$ cat src/rtl/i2c_pkg.sv
// i2c_pkg: shared FSM state encoding and byte/bit-count constants for the SPD target.
package i2c_pkg;
  localparam int BYTE_BITS = 8;
  localparam int BIT_W = $clog2(BYTE_BITS);
  localparam logic [BIT_W-1:0] LAST_BIT = BIT_W'(BYTE_BITS - 1);
  typedef enum logic [3:0] {
    IDLE, ADDR, ADDR_ACK, WORD, WORD_ACK, WR_DATA, WR_ACK, RD_DATA, RD_ACK, WAIT_STOP
  } state_t;
endpackage

$ cat src/rtl/i2c_line_filter.sv
// i2c_line_filter: 2-FF synchronizer plus glitch filter; a new level needs FILTER_CYCLES equal samples.
module i2c_line_filter #(
  parameter int FILTER_CYCLES = 3
) (
  input  logic i_clk,
  input  logic i_rst,
  input  logic i_line,
  output logic o_level
);
  localparam int CW = (FILTER_CYCLES < 2) ? 1 : $clog2(FILTER_CYCLES);
  logic [1:0]    r_sync;
  logic [CW-1:0] r_cnt;
  always_ff @(posedge i_clk) begin
    if (i_rst) begin
      r_sync  <= 2'b11;
      r_cnt   <= '0;
      o_level <= 1'b1;
    end else begin
      r_sync <= {r_sync[0], i_line};
      if (r_sync[1] == o_level) r_cnt <= '0;
      else if (r_cnt == CW'(FILTER_CYCLES - 1)) begin
        o_level <= r_sync[1];
        r_cnt   <= '0;
      end else r_cnt <= r_cnt + CW'(1);
    end
  end
endmodule

$ cat src/rtl/i2c_spd_target.sv
// i2c_spd_target: I2C target with a 256x8 SPD-style memory, word pointer and local config write port.
module i2c_spd_target import i2c_pkg::*; #(
  parameter logic [6:0] DEV_ADDR      = 7'h50,
  parameter int         FILTER_CYCLES = 3,
  parameter bit         ALLOW_WRITE   = 1'b1
) (
  input  logic       i_clk,
  input  logic       i_rst,
  input  logic       i_scl,
  input  logic       i_sda,
  output logic       o_sda_oe,
  input  logic       i_cfg_we,
  input  logic [7:0] i_cfg_addr,
  input  logic [7:0] i_cfg_data,
  output logic       o_busy,
  output logic       o_rd_strobe
);
  logic w_scl, w_sda, r_scl_q, r_sda_q;
  logic w_scl_rise, w_scl_fall, w_start, w_stop;
  logic w_last, w_match, w_data_st, w_ack_st, w_load, w_wr_en;
  logic [7:0] w_byte, w_rd_byte;
  state_t r_state;
  logic [7:0] r_shift, r_ptr;
  logic [BIT_W-1:0] r_bit;
  logic r_rw, r_ack;
  logic [7:0] r_mem [0:255];

  i2c_line_filter #(.FILTER_CYCLES(FILTER_CYCLES)) u_scl (
    .i_clk(i_clk), .i_rst(i_rst), .i_line(i_scl), .o_level(w_scl));
  i2c_line_filter #(.FILTER_CYCLES(FILTER_CYCLES)) u_sda (
    .i_clk(i_clk), .i_rst(i_rst), .i_line(i_sda), .o_level(w_sda));

  assign w_scl_rise = w_scl & ~r_scl_q;
  assign w_scl_fall = ~w_scl & r_scl_q;
  assign w_start    = w_scl & r_scl_q & r_sda_q & ~w_sda;
  assign w_stop     = w_scl & r_scl_q & ~r_sda_q & w_sda;
  assign w_byte     = {r_shift[6:0], w_sda};
  assign w_last     = r_bit == LAST_BIT;
  assign w_match    = r_shift[6:0] == DEV_ADDR;
  assign w_data_st  = r_state inside {ADDR, WORD, WR_DATA, RD_DATA};
  assign w_ack_st   = r_state inside {ADDR_ACK, WORD_ACK, WR_ACK, RD_ACK};
  assign w_load     = (r_state == ADDR_ACK && r_rw) || (r_state == RD_ACK && !r_ack);
  assign w_rd_byte  = r_mem[r_ptr];
  assign w_wr_en    = ALLOW_WRITE && r_state == WR_DATA && w_scl_rise && w_last;

  // Later assignment wins, so the local config port beats an I2C write to the same address.
  always_ff @(posedge i_clk) begin
    if (w_wr_en) r_mem[r_ptr] <= w_byte;
    if (i_cfg_we) r_mem[i_cfg_addr] <= i_cfg_data;
  end

  always_ff @(posedge i_clk) begin
    if (i_rst) begin
      r_state     <= IDLE;
      o_sda_oe    <= 1'b0;
      o_busy      <= 1'b0;
      o_rd_strobe <= 1'b0;
      r_ptr       <= '0;
      r_shift     <= '0;
      r_bit       <= '0;
      r_rw        <= 1'b0;
      r_ack       <= 1'b0;
      r_scl_q     <= 1'b1;
      r_sda_q     <= 1'b1;
    end else begin
      r_scl_q     <= w_scl;
      r_sda_q     <= w_sda;
      o_rd_strobe <= 1'b0;
      if (w_start) begin
        r_state  <= ADDR;
        r_bit    <= '0;
        r_shift  <= '0;
        o_sda_oe <= 1'b0;
      end else if (w_stop) begin
        r_state  <= IDLE;
        r_bit    <= '0;
        o_sda_oe <= 1'b0;
        o_busy   <= 1'b0;
      end else if (w_scl_rise) begin
        // Read bytes also shift here so the next bit to drive sits in r_shift[7].
        if (w_data_st) begin
          r_shift <= w_byte;
          r_bit   <= w_last ? '0 : r_bit + BIT_W'(1);
          if (w_last)
            case (r_state)
              ADDR: begin
                r_rw    <= w_sda;
                r_state <= w_match ? ADDR_ACK : WAIT_STOP;
                o_busy  <= o_busy | w_match;
              end
              WORD: begin
                r_ptr   <= w_byte;
                r_state <= WORD_ACK;
              end
              WR_DATA: begin
                r_ptr   <= r_ptr + 8'd1;
                r_state <= WR_ACK;
              end
              default: r_state <= RD_ACK;
            endcase
        end else if (w_ack_st) begin
          r_bit <= BIT_W'(1);
          r_ack <= w_sda;
        end
      end else if (w_scl_fall) begin
        // Ack states see two falls: the first opens the ack slot, the second closes it.
        if (r_state == RD_DATA) o_sda_oe <= ~r_shift[7];
        else if (w_ack_st && r_bit == '0) o_sda_oe <= r_state != RD_ACK;
        else if (w_ack_st) begin
          r_bit <= '0;
          if (w_load) begin
            r_state     <= RD_DATA;
            r_shift     <= w_rd_byte;
            o_sda_oe    <= ~w_rd_byte[7];
            r_ptr       <= r_ptr + 8'd1;
            o_rd_strobe <= 1'b1;
          end else begin
            o_sda_oe <= 1'b0;
            r_state  <= (r_state == ADDR_ACK) ? WORD : (r_state == RD_ACK) ? WAIT_STOP : WR_DATA;
          end
        end
      end
    end
  end
endmodule

$ cat config.mk
export PLATFORM = sky130hd
export DESIGN_NAME = i2c_spd_target
export DESIGN_NICKNAME = d
export VERILOG_FILES = /design/src/rtl/i2c_pkg.sv /design/src/rtl/i2c_line_filter.sv /design/src/rtl/i2c_spd_target.sv
export SDC_FILE = /design/constraint.sdc
export NUM_CORES = 2
export LEC_CHECK = 0
export BUFFER_PORTS_ARGS = -buffer_cell sky130_fd_sc_hd__buf_2
export CAP_MARGIN = 10
export CORE_MARGIN = 5
export CORE_UTILIZATION = 62
export CTS_CLUSTER_SIZE = 10
export DETAILED_ROUTE_END_ITERATION = 6
export GPL_ROUTABILITY_DRIVEN = 0
export PLACE_DENSITY = 0.78
export SLEW_MARGIN = 20
export SYNTH_ARGS = -nofsm -noshare
export SYNTH_HDL_FRONTEND = slang
export SYNTH_HIERARCHICAL = 1
export SYNTH_SLANG_ARGS = --single-unit
$ cat constraint.sdc
create_clock -name i_clk -period 3.76 [get_ports i_clk]
set_input_delay 0.188 -clock i_clk [delete_from_list [all_inputs] [get_ports i_clk]]
set_output_delay 0.188 -clock i_clk [all_outputs]
set_load 0.01 [all_outputs]
==> results.sh <==
export IMPL_drive_above_1_share_pct=49.9
export IMPL_powerDensity_mw_per_mm2=386
export IMPL_maxSlewViolCount=0
export IMPL_multiInputGateArea_mm2=0.0433
export IMPL_synth_top_cell_area_share_pct=56.4
export IMPL_design_final_nets=6930
export IMPL_drt_iter0_markers=11300
export IMPL_endpoint_kind="register"
export IMPL_post_synth_top_count_cell="sky130_fd_sc_hd__mux2_2"
export IMPL_totalNegativeSetupSlack_ns=0
export IMPL_chipWidth_um=429
export IMPL_regArea_mm2=0.0625
export IMPL_outcome="finished with violations"
export IMPL_setup_viol_count_final=0
export IMPL_grt_antenna_before_repair=13
export IMPL_max_slew_margin_pct=15.3
export IMPL_synth_compound_area_share_pct=2.96
export IMPL_timing_worst_setup_path_type="reg -> reg"
export IMPL_syn_nets=6875
export IMPL_yosysUniqueCellTypes=75
export IMPL_min_path_type="in -> reg"
export IMPL_failing_checks="DRC"
export IMPL_finalClockSkew_ns=0.0532
export IMPL_synth_warnings=6
export IMPL_grt_usage_pct=36.1
export IMPL_cts_sink_count=2096
export IMPL_post_layout_total_power_mw=46.5
export IMPL_drv_cap=0
export IMPL_chipHeight_um=429
export IMPL_tritoncts="built"
export IMPL_worst_ep_arrival_time_ns=4.39
export IMPL_clock_fmax_ghz=0.274
export IMPL_globalRouteOverflowTotal=0
export IMPL_final_min_period_over_clock_period_pct=97.1
export IMPL_number_of_placed_i_o_pins=24
export IMPL_place_port_buffers=23
export IMPL_route_antenna_remaining_nets=0
export IMPL_post_route_min_period_ns=3.65
export IMPL_die_area_mm2=0.184
export IMPL_hold_viol=0
export IMPL_rsz_0062_raised_after_global_routing="no"
export IMPL_grt_pass1_wl_um=488000
export IMPL_number_of_global_route_vias_before_repair=67700
export IMPL_num_fill_cells=11400
export IMPL_critical_path_max_fanout=32
export IMPL_dp_worst_setup_slack_ns=0.330
export IMPL_synth_xor_area_share_pct=0.0241
export IMPL_postSynth_asyncResetShare_pct=0
export IMPL_timing_worst_slew_pin_value_ns=1.27
export IMPL_cell_count_after_synthesis=6842
export IMPL_clock_tree_htree_level_count=4
export IMPL_postSynth_topFlopCell="sky130_fd_sc_hd__edfxtp_1"
export IMPL_setup_worst_path_start_class="register"
export IMPL_drc_errors=130
export IMPL_synth_area_mm2=0.109
export IMPL_synth_top_family_by_area="multiplexers"
export IMPL_ir_drop_mv=0.463
export IMPL_clk_transition_reported_paths_ns=0.06
export IMPL_synth_area_leaders="sky130_fd_sc_hd__edfxtp_1 56%, sky130_fd_sc_hd__mux2_2 21%, sky130_fd_sc_hd__mux4_2 11%, sky130_fd_sc_hd__clkbuf_1 2.1%, sky130_fd_sc_hd__o22ai_1 1.2%"
export IMPL_synth_cells_most_frequent="2058 x sky130_fd_sc_hd__mux2_2, 2048 x sky130_fd_sc_hd__edfxtp_1, 605 x sky130_fd_sc_hd__clkbuf_1"
export IMPL_post_synth_adder_cell_area_pct=0.138
export IMPL_synth_seq_cells=2096
export IMPL_synth_area_per_cell_um2=15.9
export IMPL_clk_latency_ns=0.88
export IMPL_drtPass1Iterations=7
export IMPL_post_cts_resized=0
export IMPL_yosysTopAreaCell="sky130_fd_sc_hd__edfxtp_1"
export IMPL_timing_critical_path_max_delay_family="compound AO/OA/AOI/OAI gates"
export IMPL_grt_start_max_net_pins=147
export IMPL_cts_path_max_buffers=3
export IMPL_via_count=69300
export IMPL_crit_path_max_incr_delay_ns=0.57
export IMPL_synth_edff_count=2048
export IMPL_cts_buffers=232
export IMPL_post_synth_and_or_nand_nor_area_fraction_pct=2.93
export IMPL_rows=154
export IMPL_wl_per_cell_um=36.0
export IMPL_reg2reg_setup_slack_ns=0.11
export IMPL_critical_path_required_ns=4.50
export IMPL_fp_coreArea_mm2=0.176
export IMPL_path_cells="buf_12 > buf_4 > mux4_2 > mux4_2 > a22oi_1 > a31oi_1 > a21oi_1 > a31oi_1"
export IMPL_hpwl_um=208000
export IMPL_cellLeakagePower_nw=36.8
export IMPL_synth_area_mux_share_pct=33.6
export IMPL_floorplan_initialDensity_pct=62.1
export IMPL_root_buffer="sky130_fd_sc_hd__clkbuf_16"
export IMPL_crit_buf_inv=2
export IMPL_layout_setup_ws_ns=0.110
export IMPL_cpMaxStageDelayCell="sky130_fd_sc_hd__mux4_2"
export IMPL_routed_wirelength_um=337000
export IMPL_ys_seq_area_share_pct=57.3
export IMPL_synthToLayoutAreaGrowth_pct=10.3
export IMPL_detail_route_vias_per_cell=7.42
==> worst reg2reg max path, cell delays in order (launching register included) <==
cell                      delay (ns)
sky130_fd_sc_hd__dfxtp_4        0.53
sky130_fd_sc_hd__buf_12         0.29
sky130_fd_sc_hd__buf_4          0.42
sky130_fd_sc_hd__mux4_2         0.58
sky130_fd_sc_hd__mux4_2         0.54
sky130_fd_sc_hd__a22oi_1        0.30
sky130_fd_sc_hd__a31oi_1        0.13
sky130_fd_sc_hd__a21oi_1        0.54
sky130_fd_sc_hd__a31oi_1        0.18
==> layer usage <==
metal / up-vias / part of all wire [%] / global-route usage, %
met2: 5459 / 45 / 53.6
met4: 8 / 6.6 / 18.8
met3: 1130 / 13 / 10.4
li1: 27300 / - / -
met1: 35400 / 35 / 48.9
met5: - / 0.013 / 0
==> path summary, 6_finish.rpt <==
| path | to | startpoint | cells past startpoint |
|---|---|---|---|
| min | u_scl/r_sync[0] | i_scl | 3 |
| max | r_shift[1] | register | 8 |
| max reg2reg | r_shift[1] | register | 8 |
| min reg2reg | u_sda/r_cnt[0] | u_sda/r_cnt[0] | 1 |
==> registers in the layout, indices dropped and copies added (netlist names), named ones only <==
register,cells
r_mem,2048
r_ptr,8
r_shift,8
r_state,4
r_bit,3
u_scl/r_cnt,2
u_scl/r_sync,2
u_sda/r_cnt,2
u_sda/r_sync,2
o_busy,1
o_rd_strobe,1
o_sda_oe,1
r_ack,1
r_rw,1
r_scl_q,1
r_sda_q,1
u_scl/o_level,1
u_sda/o_level,1
==> placed cells by master (no fill, tap or decap), types with 7 or more instances in the layout <==
master,netlist,final
sky130_fd_sc_hd__ha_1,12,12
sky130_fd_sc_hd__and2_1,11,11
sky130_fd_sc_hd__nor2_1,246,242
sky130_fd_sc_hd__buf_8,2,8
sky130_fd_sc_hd__nand2_2,0,12
sky130_fd_sc_hd__dfxtp_1,48,34
sky130_fd_sc_hd__clkbuf_1,605,75
sky130_fd_sc_hd__dfxtp_4,0,12
sky130_fd_sc_hd__nand2b_1,16,16
sky130_fd_sc_hd__clkinv_1,1,9
sky130_fd_sc_hd__a22oi_1,26,26
sky130_fd_sc_hd__and3_1,17,17
sky130_fd_sc_hd__a2111oi_0,10,9
sky130_fd_sc_hd__o21ai_0,104,99
sky130_fd_sc_hd__edfxtp_1,2048,2048
sky130_fd_sc_hd__clkbuf_16,0,235
sky130_fd_sc_hd__o221ai_1,7,7
sky130_fd_sc_hd__mux2i_1,112,112
sky130_fd_sc_hd__nand2_1,272,260
sky130_fd_sc_hd__a21oi_1,49,49
sky130_fd_sc_hd__nor2b_1,35,35
sky130_fd_sc_hd__mux2_2,2058,2058
sky130_fd_sc_hd__inv_1,13,12
sky130_fd_sc_hd__a211oi_1,15,15
sky130_fd_sc_hd__mux4_2,547,547
sky130_fd_sc_hd__nor4_1,11,11
sky130_fd_sc_hd__nand3_1,58,58
sky130_fd_sc_hd__o22ai_1,212,212
sky130_fd_sc_hd__a31oi_1,13,13
sky130_fd_sc_hd__buf_2,65,15
sky130_fd_sc_hd__buf_12,1,55
sky130_fd_sc_hd__a221oi_1,11,11
sky130_fd_sc_hd__nand4_1,10,10
sky130_fd_sc_hd__or2_2,10,10
sky130_fd_sc_hd__nor3_1,29,29
sky130_fd_sc_hd__diode_2,0,8
sky130_fd_sc_hd__buf_4,36,505
==> logic make-up after synthesis <==
kind of cell | after synthesis
DFF | 2096
buffers and inverters | 781
and+or+nand+nor | 730
adders and majority gates | 12
AOI/OAI and AO/OA | 503
xor gates and xnor gates | 3
muxes | 2717
==> power breakdown <==
part           leakage, nW  switching [mW]  total [mW]  internal [mW]
clock                 3.10            9.07        20.3           11.3
combinational         18.0           0.673       0.834          0.161
sequential            15.7          0.0139        25.3           25.3
total                 36.8            9.76        46.5           36.7
==> stage by stage <==
stage	cell area [µm²]	util (%)	std cells	hold slack, ns
6_report	120000	68.5	9345	0.0467
2_1_floorplan	109000	-	6842	0.265
5_1_grt	120000	68.5	9338	0.0313
3_3_place_gp	114000	64.9	9000	0.392
3_5_place_dp	114000	64.9	9000	0.383
4_1_cts	120000	68.5	9337	0.00378
==> layout make-up <==
cell class,count,area share (%)
antenna,8,0.0166
clock buffer,311,5.13
clock inverter,23,0.200
inverter,16,0.0562
multi-input combinational,3965,36.0
sequential,2096,52.0
tap,2340,2.43
timing repair buffer,586,4.25
==> timing repair <==
action / CTS / global route
endpoints found under the hold margin: 28 / 0
buffers inserted: 0 / 0
hold buffers: 3 / 0
Note: power is estimated with default switching activity, not from simulation.
